<file path="config.mk">
export PLATFORM = sky130hd
export DESIGN_NAME = controle_movimento
export DESIGN_NICKNAME = d
export VERILOG_FILES = /design/src/rtl/controle_movimento.sv
export SDC_FILE = /design/constraint.sdc
export NUM_CORES = 1
export LEC_CHECK = 0
export ABC_AREA = 1
export CORE_AREA = 8 8 65 90
export DETAILED_ROUTE_END_ITERATION = 12
export DIE_AREA = 0 0 73 98
export GPL_ROUTABILITY_DRIVEN = 0
export PLACE_DENSITY_LB_ADDON = 0.12
export SLEW_MARGIN = 20
export SYNTH_ARGS = -nofsm -noshare
export SYNTH_HDL_FRONTEND = slang
export SYNTH_SLANG_ARGS = --single-unit
</file>
<file path="constraint.sdc">
create_clock -name clk -period 1.9 [get_ports clk]
set_input_delay 0.38 -clock clk [delete_from_list [all_inputs] [get_ports clk]]
set_output_delay 0.38 -clock clk [all_outputs]
set_load 0.02 [all_outputs]
</file>
<file path="src/rtl/controle_movimento.sv">
// Movement sequencer: prescaled tick counter plus FSM timing forward/reverse/turn phases
// and driving both motor commands. Outputs are all registered.
module controle_movimento #(
    parameter int PRESC    = 10,
    parameter int T_FRENTE = 12,
    parameter int T_RE     = 4,
    parameter int T_GIRO   = 6
) (
    input  logic       clk,
    input  logic       reset,
    input  logic       start,
    input  logic       stop,
    input  logic       obstaculo,
    output logic [1:0] motor_esq,
    output logic [1:0] motor_dir,
    output logic [1:0] estado,
    output logic [3:0] contagem,
    output logic [3:0] giros,
    output logic       sentido
);

    localparam int PW = (PRESC > 1) ? $clog2(PRESC) : 1;
    localparam logic [PW-1:0] PRESC_MAX = PW'(PRESC - 1);

    localparam logic [1:0] PARADO = 2'd0;
    localparam logic [1:0] FRENTE = 2'd1;
    localparam logic [1:0] RE     = 2'd2;
    localparam logic [1:0] GIRO   = 2'd3;

    localparam logic [1:0] M_OFF = 2'b00;
    localparam logic [1:0] M_FWD = 2'b01;
    localparam logic [1:0] M_REV = 2'b10;

    logic          obs_m_q, obs_s_q;
    logic [1:0]    state_q, state_d;
    logic [PW-1:0] presc_q, presc_d;
    logic [3:0]    contagem_q, contagem_d;
    logic [3:0]    giros_q, giros_d;
    logic          sentido_q, sentido_d;
    logic [1:0]    motor_esq_q, motor_esq_d;
    logic [1:0]    motor_dir_q, motor_dir_d;
    logic [3:0]    fim;
    logic          tick, fase_fim;

    // State register and all datapath flops, including the obstacle synchronizer.
    always_ff @(posedge clk or negedge reset) begin
        if (!reset) begin
            obs_m_q     <= 1'b0;
            obs_s_q     <= 1'b0;
            state_q     <= PARADO;
            presc_q     <= '0;
            contagem_q  <= 4'd0;
            giros_q     <= 4'd0;
            sentido_q   <= 1'b0;
            motor_esq_q <= M_OFF;
            motor_dir_q <= M_OFF;
        end else begin
            obs_m_q     <= obstaculo;
            obs_s_q     <= obs_m_q;
            state_q     <= state_d;
            presc_q     <= presc_d;
            contagem_q  <= contagem_d;
            giros_q     <= giros_d;
            sentido_q   <= sentido_d;
            motor_esq_q <= motor_esq_d;
            motor_dir_q <= motor_dir_d;
        end
    end

    always_comb begin
        fim = 4'd0;
        case (state_q)
            FRENTE:  fim = 4'(T_FRENTE - 1);
            RE:      fim = 4'(T_RE - 1);
            GIRO:    fim = 4'(T_GIRO - 1);
            default: fim = 4'd0;
        endcase
    end

    assign tick     = (state_q != PARADO) && (presc_q == PRESC_MAX);
    assign fase_fim = tick && (contagem_q == fim);

    // Next state: stop wins over everything, obstacle wins over forward phase end.
    always_comb begin
        state_d = state_q;
        if (stop) begin
            state_d = PARADO;
        end else begin
            case (state_q)
                PARADO:  if (start) state_d = FRENTE;
                FRENTE:  if (obs_s_q) state_d = RE;
                         else if (fase_fim) state_d = GIRO;
                RE:      if (fase_fim) state_d = GIRO;
                GIRO:    if (fase_fim) state_d = FRENTE;
                default: state_d = PARADO;
            endcase
        end
    end

    // Outputs and counters, all computed for the next state.
    always_comb begin
        presc_d     = presc_q;
        contagem_d  = contagem_q;
        giros_d     = giros_q;
        sentido_d   = sentido_q;
        motor_esq_d = M_OFF;
        motor_dir_d = M_OFF;
        if (state_d != state_q) begin
            presc_d    = '0;
            contagem_d = 4'd0;
        end else if (state_q != PARADO) begin
            if (tick) begin
                presc_d    = '0;
                contagem_d = contagem_q + 4'd1;
            end else begin
                presc_d = presc_q + PW'(1);
            end
        end
        if (state_q == GIRO && state_d == FRENTE) giros_d = giros_q + 4'd1;
        if (state_q != GIRO && state_d == GIRO) sentido_d = ~sentido_q;
        case (state_d)
            FRENTE: begin motor_esq_d = M_FWD; motor_dir_d = M_FWD; end
            RE:     begin motor_esq_d = M_REV; motor_dir_d = M_REV; end
            GIRO: begin
                motor_esq_d = sentido_d ? M_REV : M_FWD;
                motor_dir_d = sentido_d ? M_FWD : M_REV;
            end
            default: begin motor_esq_d = M_OFF; motor_dir_d = M_OFF; end
        endcase
    end

    assign estado    = state_q;
    assign contagem  = contagem_q;
    assign giros     = giros_q;
    assign sentido   = sentido_q;
    assign motor_esq = motor_esq_q;
    assign motor_dir = motor_dir_q;

endmodule
</file>
After elaboration in Yosys (flattened, before gate mapping):

Index checks and enable logic that the tools add are counted.

* $add $sub $neg: 3
* $mul: 0
* div/mod/pow operators: 0
* magnitude comparators: 0
* eq/ne operators: 10
* shift operators: 0
* multiplexer cells: 18
* bitwise operators: 1
* reductions and logical operators: 9

Operator list (number)
* 4-bit 2-to-1 mux: 6
* 2-bit 2-to-1 mux: 7
* 4-bit by 1-bit adder with 4-bit output, second input constant: 3
* 2-bit case mux with 3 select lines: 2
* 4-bit case mux with 3 select lines: 1
* 2-bit equality test, second input constant: 4
* 2-bit case mux with 4 select lines: 1
* 2-bit nonzero test: 3
* 2-bit by 1-bit equality test with 1-bit output, second input constant: 2
* 4-bit equality test: 1
* 4-bit equality test, second input constant: 1
* 1-bit logical AND: 4
* 2-bit zero test: 1
* 2-bit != test: 1
* 2-bit != test, second input constant: 1
* 2-bit AND reduction: 1
* 1-bit 2-to-1 mux: 1
* 1-bit inverter: 1

* bits in registers: 21
* bits in latches: 0
* bits in writable memories: 0
* bits in read-only memories: 0
* output and inout bits: 15
* memories: 0

Longest topological paths before layout:

Gate-level depths: netlist of the first run.

* depth in word-level cells: 13
* mapped depth: 15

Worst setup path after synthesis of the first run:

Ideal clock, no wire load.

* path type: register to register
* start point: register state_q[0], in the netlist estado[0]
* end point: register giros_q[1], in the netlist giros[1]
* library setup time: 123 ps
* data arrival time: 1957 ps
* data required time: 1777 ps
* slack: -180 ps
* cell stages (with the launch flop): 13
* path buffers: 0
* cell sequence: dfrtp_1 inv_1 ha_1 nor2_2 nand2_2 nor2_2 nand3_2 a21oi_4 nand2_2 nand2_2 nand2_4 o21ai_0 nand2_1

* cells in the longest elaborated chain, start to end: 10
* elaborated cells between the ends (all ways): 17

Ends and longest elaborated chain
* start, declared: line 35 `logic [1:0] state_q, state_d;`
* start signal, assigned: line 60 `state_q <= state_d;`
* 2-bit equality test (tied with other cells): line 72, 89, 119
* 4-bit case mux with 3 select lines: line 72 `case (state_q)`
* 4-bit equality test: line 81 `assign fase_fim = tick && (contagem_q == fim);`
* 1-bit logical AND: line 81
* 2-bit 2-to-1 mux: line 92, 93
* 2-bit 2-to-1 mux: line 91 `FRENTE: if (obs_s_q) state_d = RE;`
* 2-bit case mux with 4 select lines: line 89 `case (state_q)`
* 2-bit 2-to-1 mux: line 86 `if (stop) begin`
* 2-bit by 1-bit equality test with 1-bit output: line 119 `if (state_q == GIRO && state_d == FRENTE) giros_d = giros_q + 4'd1;`
* 1-bit logical AND (*): line 119
* end signal, assigned: line 63 `giros_q <= giros_d;`
* end, declared: line 38 `logic [3:0] giros_q, giros_d;`

Mark *: on every way between the ends. The rest lies on a longest branch, timed or not.
A chain may end at the register's enable or synchronous reset.

Final worst setup path of the first run:

* start point: register state_q[0], in the netlist estado[0]
* end point: register motor_dir_q[1], in the netlist motor_dir[1]

* cells in the longest elaborated chain, start to end: 13
* elaborated cells between the ends (all ways): 23

Ends and longest elaborated chain
* 2-bit equality test / 2-bit by 1-bit equality test with 1-bit output (equally long branches): line 72, 89
* 4-bit case mux with 3 select lines: line 72
* 4-bit equality test: line 81
* 1-bit logical AND: line 81
* 2-bit 2-to-1 mux: line 92, 93
* 2-bit 2-to-1 mux: line 91
* 2-bit case mux with 4 select lines (*): line 89
* 2-bit 2-to-1 mux (*): line 86
* via state_d[1]: line 35
* 2-bit equality test: line 120, 121
* 1-bit logical AND: line 120 `if (state_q != GIRO && state_d == GIRO) sentido_d = ~sentido_q;`
* 1-bit 2-to-1 mux: line 120
* 2-bit 2-to-1 mux: line 126 `motor_dir_d = sentido_d ? M_FWD : M_REV;`
* 2-bit case mux with 3 select lines (*): line 121 `case (state_d)`
* via motor_dir_d[1]: line 41 `logic [1:0] motor_dir_q, motor_dir_d;`
* end signal, assigned: line 66 `motor_dir_q <= motor_dir_d;`
* end, declared: line 41

Mark *: on every way through the listed nets, which the timed path passes. The rest lies on a longest branch.

==> reports/metrics.csv, run 1 <==
stage,metric,value,unit
yosys,Mean Syn Cell Area,8.62,um2
sta,Final setup viols,11,
route,Pre-antenna DRT Iters,4,
critical_path,Worst EP required,2.06,ns
clocking,"Reg clk slew, reported paths",0.09,ns
hold_path,worst hold path class,reg -> reg,
sta,final hold vios,0,
sta,headroom to the max-slew limit,77.5,%
clocking,Clock Latency Late Sink,0.27,ns
floorplan,core footprint,4620,um2
floorplan,Die Span X,73,um
power_and_ir_drop,VDD IR max,0.669,mV
clocking,CTS root buffer,clkbuf_8,
sta,fmax,504,MHz
critical_path,FF-to-FF End,motor_dir[1],
place,Place WS,-0.100,ns
grt,All-Layer GR Usage,9.83,%
grt,vias in the first global route,1209,
yosys,leading area contributor after synthesis,dfrtp_1,
grt,global route total overflow,0,
grt,first-pass GRT wire length,5580,um
clocking,CTS max path bufs,2,
status,failing checks,negative setup slack,
floorplan,die area,7150,um2
sta,skew final,0.00675,ns
critical_path,CP Capture Type,register,
route,vias per std cell,4.44,
critical_path,crit path kind,reg -> reg,
yosys,mux share of post-synthesis cell area,0,%
sta,TNS Setup,-0.479,ns
final_layout,area delta synth->final,45.0,%
sta,final worst path period share,104,%
place,Port Buffers,19,
route,via count,1158,
critical_path,Reg2Reg Setup Slack,-0.09,ns
power_and_ir_drop,power per cell area,1620,nW/um2
hold_path,Hold EP,obs_s_q,
yosys,Gate Count Post-Synth,152,
clocking,hold_buf cts,0,
sta,Slew Limit Fails,0,
final_layout,layout cell share with drive strength beyond 1,36.0,%
floorplan,starting density of the core,28.4,%
grt,initial antenna violation count,0,
yosys,largest family of logic cells by synthesized area,simple AND/OR/NAND/NOR gates,
final_layout,# diodes,0,
clocking,CTS tree,built,
grt,pin count of the biggest net entering global routing,22,
route,residual DRC count,0,
yosys,Post-Synth XOR/XNOR Area,5.92,%
hold_path,Cells on Worst Hold Path,0,
clocking,H-tree level count,1,
yosys,Post-Synth Adder-Cell Area,8.60,%
power_and_ir_drop,post-layout total power,3.08,mW
yosys,Post-Synth Simple-Gate Area,31.8,%
yosys,"Distinct cells, synth",22,
sta,unrepaired setup endpoints after global routing,yes,
floorplan,Die H,98,um
yosys,"Seq/Total Area, Yosys",40.1,%
yosys,synth top area cells,"dfrtp_1, nand2_1, ha_1",
sta,"Worst Setup Slack, final",-0.0851,ns
clocking,CTS buffer count,3,
place,post-placement cell count,251,
yosys,Yosys Warn Count,0,
critical_path,CP Data Arrival Time,2.14,ns
route,Routed Antenna Nets,0,
route,drt wl/cell,12.8,um
yosys,Synth Area in Compound Gates,7.26,%
final_layout,"commonest non-fill, non-tap cell in the layout",nand2_1,
run,Max Cap Viol,0,
sta,final hold slack,0.355,ns
final_layout,"non-filler cells, final",261,
yosys,synthesized flop and latch total,21,
floorplan,FP Rows,30,
hold_path,HP Start,obs_m_q,
final_layout,Nets,212,
power_and_ir_drop,LEAKAGE,0.935,nW
critical_path,CP startpoint kind,register,
yosys,share of the synthesized area in the top cell type,40.1,%
sta,final period demand of the worst path,1.99,ns
sta,Worst Max-Slew Pin Slew,0.337,ns
critical_path,worst-path maximum fanout,5,
critical_path,Worst R2R Path Depth,13,
status,outcome,"complete, but fails checks",
final_layout,most frequent cells in the layout,"nand2_1, buf_4, dfrtp_1, clkdlybuf4s50_1, inv_1",
clocking,# clock sinks,21,
place,placed wire-length estimate,2460,um
critical_path,FF-to-FF Start,estado[0],
route,DR iter-0 viols,37,
floorplan,IO Count,20,
route,drt total wl,3340,um
yosys,"Cell Area, Synth",1310,um2
yosys,Synth Net Count,166,
Yosys cell counts (all sizes together):
library cell	instances
nand2	48
inv	22
dfrtp	21
nor2	13
nand4	10
ha	9
nand3	9
xor2	6
a21oi	5
o21ai	5
xnor2	2
o21bai	1
or2	1
per-stage QoR:
step | instance area, um2 | utilization, %
floorplan | 1340 | -
global placement | 1730 | 37.4
detailed placement | 1730 | 37.4
CTS | 1830 | 39.6
global route | 1900 | 41.1
finish | 1900 | 41.1
per-layer routing:
metal	up-vias	track usage, %	part of all wire (%)
met5	-	0	0
met4	0	4.49	1.9
met3	9	2.77	4.9
met2	25	17.5	54
met1	549	10.1	39
li1	575	-	-
state kept, by name, indices dropped and copies added (netlist names):
| signal | count |
|---|---|
| obs_m_q | 1 |
| sentido | 1 |
| giros | 4 |
| obs_s_q | 1 |
| motor_esq | 2 |
| presc_q | 4 |
| estado | 2 |
| motor_dir | 2 |
| contagem | 4 |
worst max-delay path by stage:
stage	slack, ns	endpoint	cells past startpoint	startpoint
6_report	-0.09	motor_dir[1]	13	estado[0]
5_1_grt	-0.21	motor_dir[1]	12	estado[0]
4_1_cts	-0.11	motor_dir[1]	13	estado[0]
3_5_place_dp	-0.10	contagem[2]	14	estado[1]
3_3_place_gp	-0.13	contagem[2]	14	estado[0]
2_1_floorplan	-0.04	giros[0]	13	estado[1]
repair_timing:
action,in CTS,in global routing
setup buffers,1,3
gates resized for setup,10,10
gates cloned,1,1
endpoints found under the setup margin,17,17
pin swaps,14,10
power by group:
group	switching, mW	internal (mW)	total (mW)
registers	0.106	0.567	0.673
logic	1.19	0.903	2.09
clock network	0.165	0.147	0.311
total	1.46	1.62	3.08
area by class of cell:
cell class / instances / area [um2]
multi-input combinational: 111 / 817
inverter: 22 / 87.6
clock inverter: 1 / 5.00
fill: 472 / 2720
tap: 64 / 80.1
timing repair buffer: 39 / 340
clock buffer: 3 / 41.3
sequential: 21 / 528
cells by family after synthesis:
| kind of cell | Yosys count |
|---|---|
| XOR/XNOR | 8 |
| AND/OR/NAND/NOR | 81 |
| flip-flops | 21 |
| AO/OA/AOI/OAI | 11 |
| adder cells (fa/ha/maj) | 9 |
| buffers and inverters | 22 |
critical path, cell delays in order (launching register included):
cell and delay, ns:
dfrtp_2 0.46, buf_4 0.16, ha_4 0.16, inv_1 0.07
nand2_1 0.05, nand2_1 0.08, nor2_2 0.04, nand3_2 0.11
a21oi_4 0.07, buf_4 0.14, a21oi_4 0.20, nand4_1 0.16
nand3_2 0.13, nand2_1 0.06
Power figures use the tool's default switching activity.
==> run 2: changes to the inputs <==
--- a/config.mk
+++ b/config.mk
@@ -10,6 +10,7 @@
 export DETAILED_ROUTE_END_ITERATION = 12
 export DIE_AREA = 0 0 73 98
 export GPL_ROUTABILITY_DRIVEN = 0
+export MAX_ROUTING_LAYER = met4
 export PLACE_DENSITY_LB_ADDON = 0.12
 export SLEW_MARGIN = 20
 export SYNTH_ARGS = -nofsm -noshare
==> reports/metrics.csv, run 2 (synthesized netlist as in run 1, its figures left out) <==
stage,metric,value,unit,change
sta,Final setup viols,11,,unchanged
route,DR iter-0 viols,37,,unchanged
run,Max Cap Viol,0,,unchanged
final_layout,Nets,212,,unchanged
critical_path,worst-path maximum fanout,5,,unchanged
grt,All-Layer GR Usage,10.1,%,+0.26 points
critical_path,CP startpoint kind,register,,
floorplan,IO Count,20,,unchanged
power_and_ir_drop,LEAKAGE,0.935,nW,unchanged
critical_path,worst setup path start,estado[0],,
route,met2 WL,1810,um,-0.28%
route,residual DRC count,0,,unchanged
floorplan,Die Span X,73,um,unchanged
place,placed wire-length estimate,2460,um,unchanged
floorplan,starting density of the core,28.4,%,unchanged
floorplan,die area,7150,um2,unchanged
grt,global route total overflow,0,,unchanged
clocking,H-tree level count,1,,unchanged
place,Port Buffers,19,,unchanged
final_layout,multi-input logic area,817,um2,unchanged
sta,final hold vios,0,,unchanged
sta,final worst path period share,104,%,-0.33 points
final_layout,register area,528,um2,unchanged
sta,fmax,505,MHz,+0.32%
sta,TNS Setup,-0.431,ns,+0.0476 ns
sta,Slew Limit Fails,0,,unchanged
sta,unrepaired setup endpoints after global routing,yes,,
critical_path,CP Data Arrival Time,2.14,ns,about the same
critical_path,CP Capture Type,register,,
clocking,CTS buffer count,3,,unchanged
clocking,# clock sinks,21,,unchanged
final_layout,"commonest non-fill, non-tap cell in the layout",nand2_1,,
place,post-placement cell count,251,,unchanged
clocking,Clock Latency Late Sink,0.27,ns,about the same
clocking,hold_buf cts,0,,unchanged
critical_path,crit path kind,reg -> reg,,
power_and_ir_drop,power per cell area,1620,nW/um2,about the same
sta,Worst Max-Slew Pin Slew,0.326,ns,-0.0112 ns
route,vias per std cell,4.43,,about the same
route,Pre-antenna DRT Iters,4,,unchanged
sta,final period demand of the worst path,1.98,ns,-0.00627 ns
grt,first-pass GRT wire length,5580,um,unchanged
clocking,"Reg clk slew, reported paths",0.09,ns,about the same
floorplan,Die H,98,um,unchanged
final_layout,most frequent cells in the layout,"nand2_1, buf_4, dfrtp_1, clkdlybuf4s50_1, inv_1",,
sta,"Worst Setup Slack, final",-0.0788,ns,+0.00627 ns
route,top sig layer,met4,,
sta,headroom to the max-slew limit,78.2,%,+0.75 points
grt,pin count of the biggest net entering global routing,22,,unchanged
final_layout,# diodes,0,,unchanged
route,met1 WL,1320,um,+2.0%
critical_path,Worst EP required,2.06,ns,about the same
hold_path,worst hold path class,reg -> reg,,
clocking,CTS max path bufs,2,,unchanged
final_layout,layout cell share with drive strength beyond 1,36.0,%,unchanged
sta,skew final,0.00676,ns,+0.0000181 ns
grt,vias in the first global route,1207,,-0.17%
status,outcome,"complete, but fails checks",,
floorplan,FP Rows,30,,unchanged
final_layout,"non-filler cells, final",261,,unchanged
route,DR WL met3,129,um,-21%
clocking,CTS tree,built,,
route,via count,1157,,-0.086%
status,failing checks,negative setup slack,,
critical_path,FF-to-FF Start,estado[0],,
final_layout,area delta synth->final,45.0,%,unchanged
route,drt wl/cell,12.7,um,-0.42%
final_layout,final-layout fill cell count,472,,unchanged
route,drt total wl,3320,um,-0.42%
floorplan,core footprint,4620,um2,unchanged
power_and_ir_drop,post-layout total power,3.07,mW,about the same
clocking,CTS root buffer,clkbuf_8,,
power_and_ir_drop,VDD IR max,0.668,mV,about the same
hold_path,HP Start,obs_m_q,,
final_layout,Final Util,41.1,%,unchanged
grt,initial antenna violation count,0,,unchanged
route,Routed Antenna Nets,0,,unchanged
==> run 2: timing repair <==
action / 4_1_cts / 5_1_grt
buffers inserted: 1 / 3
setup endpoints to repair: 17 / 17
cloned: 1 / 1
resized for setup: 10 / 10
pin swaps: 14 / 10
==> run 2: layer usage <==
metal,track usage [%],up-vias
met5,-,-
met4,4.49,0
met3,2.26,9
met2,17.5,25
met1,10.4,548
li1,-,575
==> run 2: worst max-delay path: stages (launching register included) <==
cell     delay (ns)
dfrtp_2        0.46
buf_4          0.16
ha_4           0.16
inv_1          0.07
nand2_1        0.05
nand2_1        0.08
nor2_2         0.04
nand3_2        0.11
a21oi_4        0.07
buf_4          0.14
a21oi_4        0.20
nand4_1        0.16
nand3_2        0.13
nand2_1        0.06
==> run 2: through the flow <==
| step | instance area [um2] | hold WS, ns | setup slack [ns] |
|---|---|---|---|
| finish | 1900 | 0.355 | -0.0788 |
| global route | 1900 | 0.373 | -0.207 |
| CTS | 1830 | 0.356 | -0.113 |
| detailed placement | 1730 | 0.335 | -0.100 |
| global placement | 1730 | 0.333 | -0.129 |
| floorplan | 1340 | 0.0844 | -0.0372 |
==> run 2: power by group <==
group          internal, mW  total, mW  switching [mW]
combinational         0.903       2.09            1.19
clock                 0.147      0.311           0.165
sequential            0.567      0.673           0.106
total                  1.62       3.07            1.46
==> run 2: worst paths after layout <==
path | endpoint | slack (ns) | cells past startpoint
min in group asynchronous | contagem[2] | 0.45 | 2
min | obs_s_q | 0.35 | 0
max in group asynchronous | estado[0] | 1.20 | 2
max reg2reg | motor_dir[1] | -0.08 | 13
max | motor_dir[1] | -0.08 | 13
min reg2reg | obs_s_q | 0.35 | 0
==> run 2: area by class of cell <==
| cell class | instances | area share (%) |
|---|---|---|
| clock buffers | 3 | 2.17 |
| flip-flops and latches | 21 | 27.8 |
| clock inverters | 1 | 0.264 |
| repair buffers | 39 | 17.9 |
| inverters | 22 | 4.61 |
| multi-input cells | 111 | 43.0 |
| well taps | 64 | 4.22 |
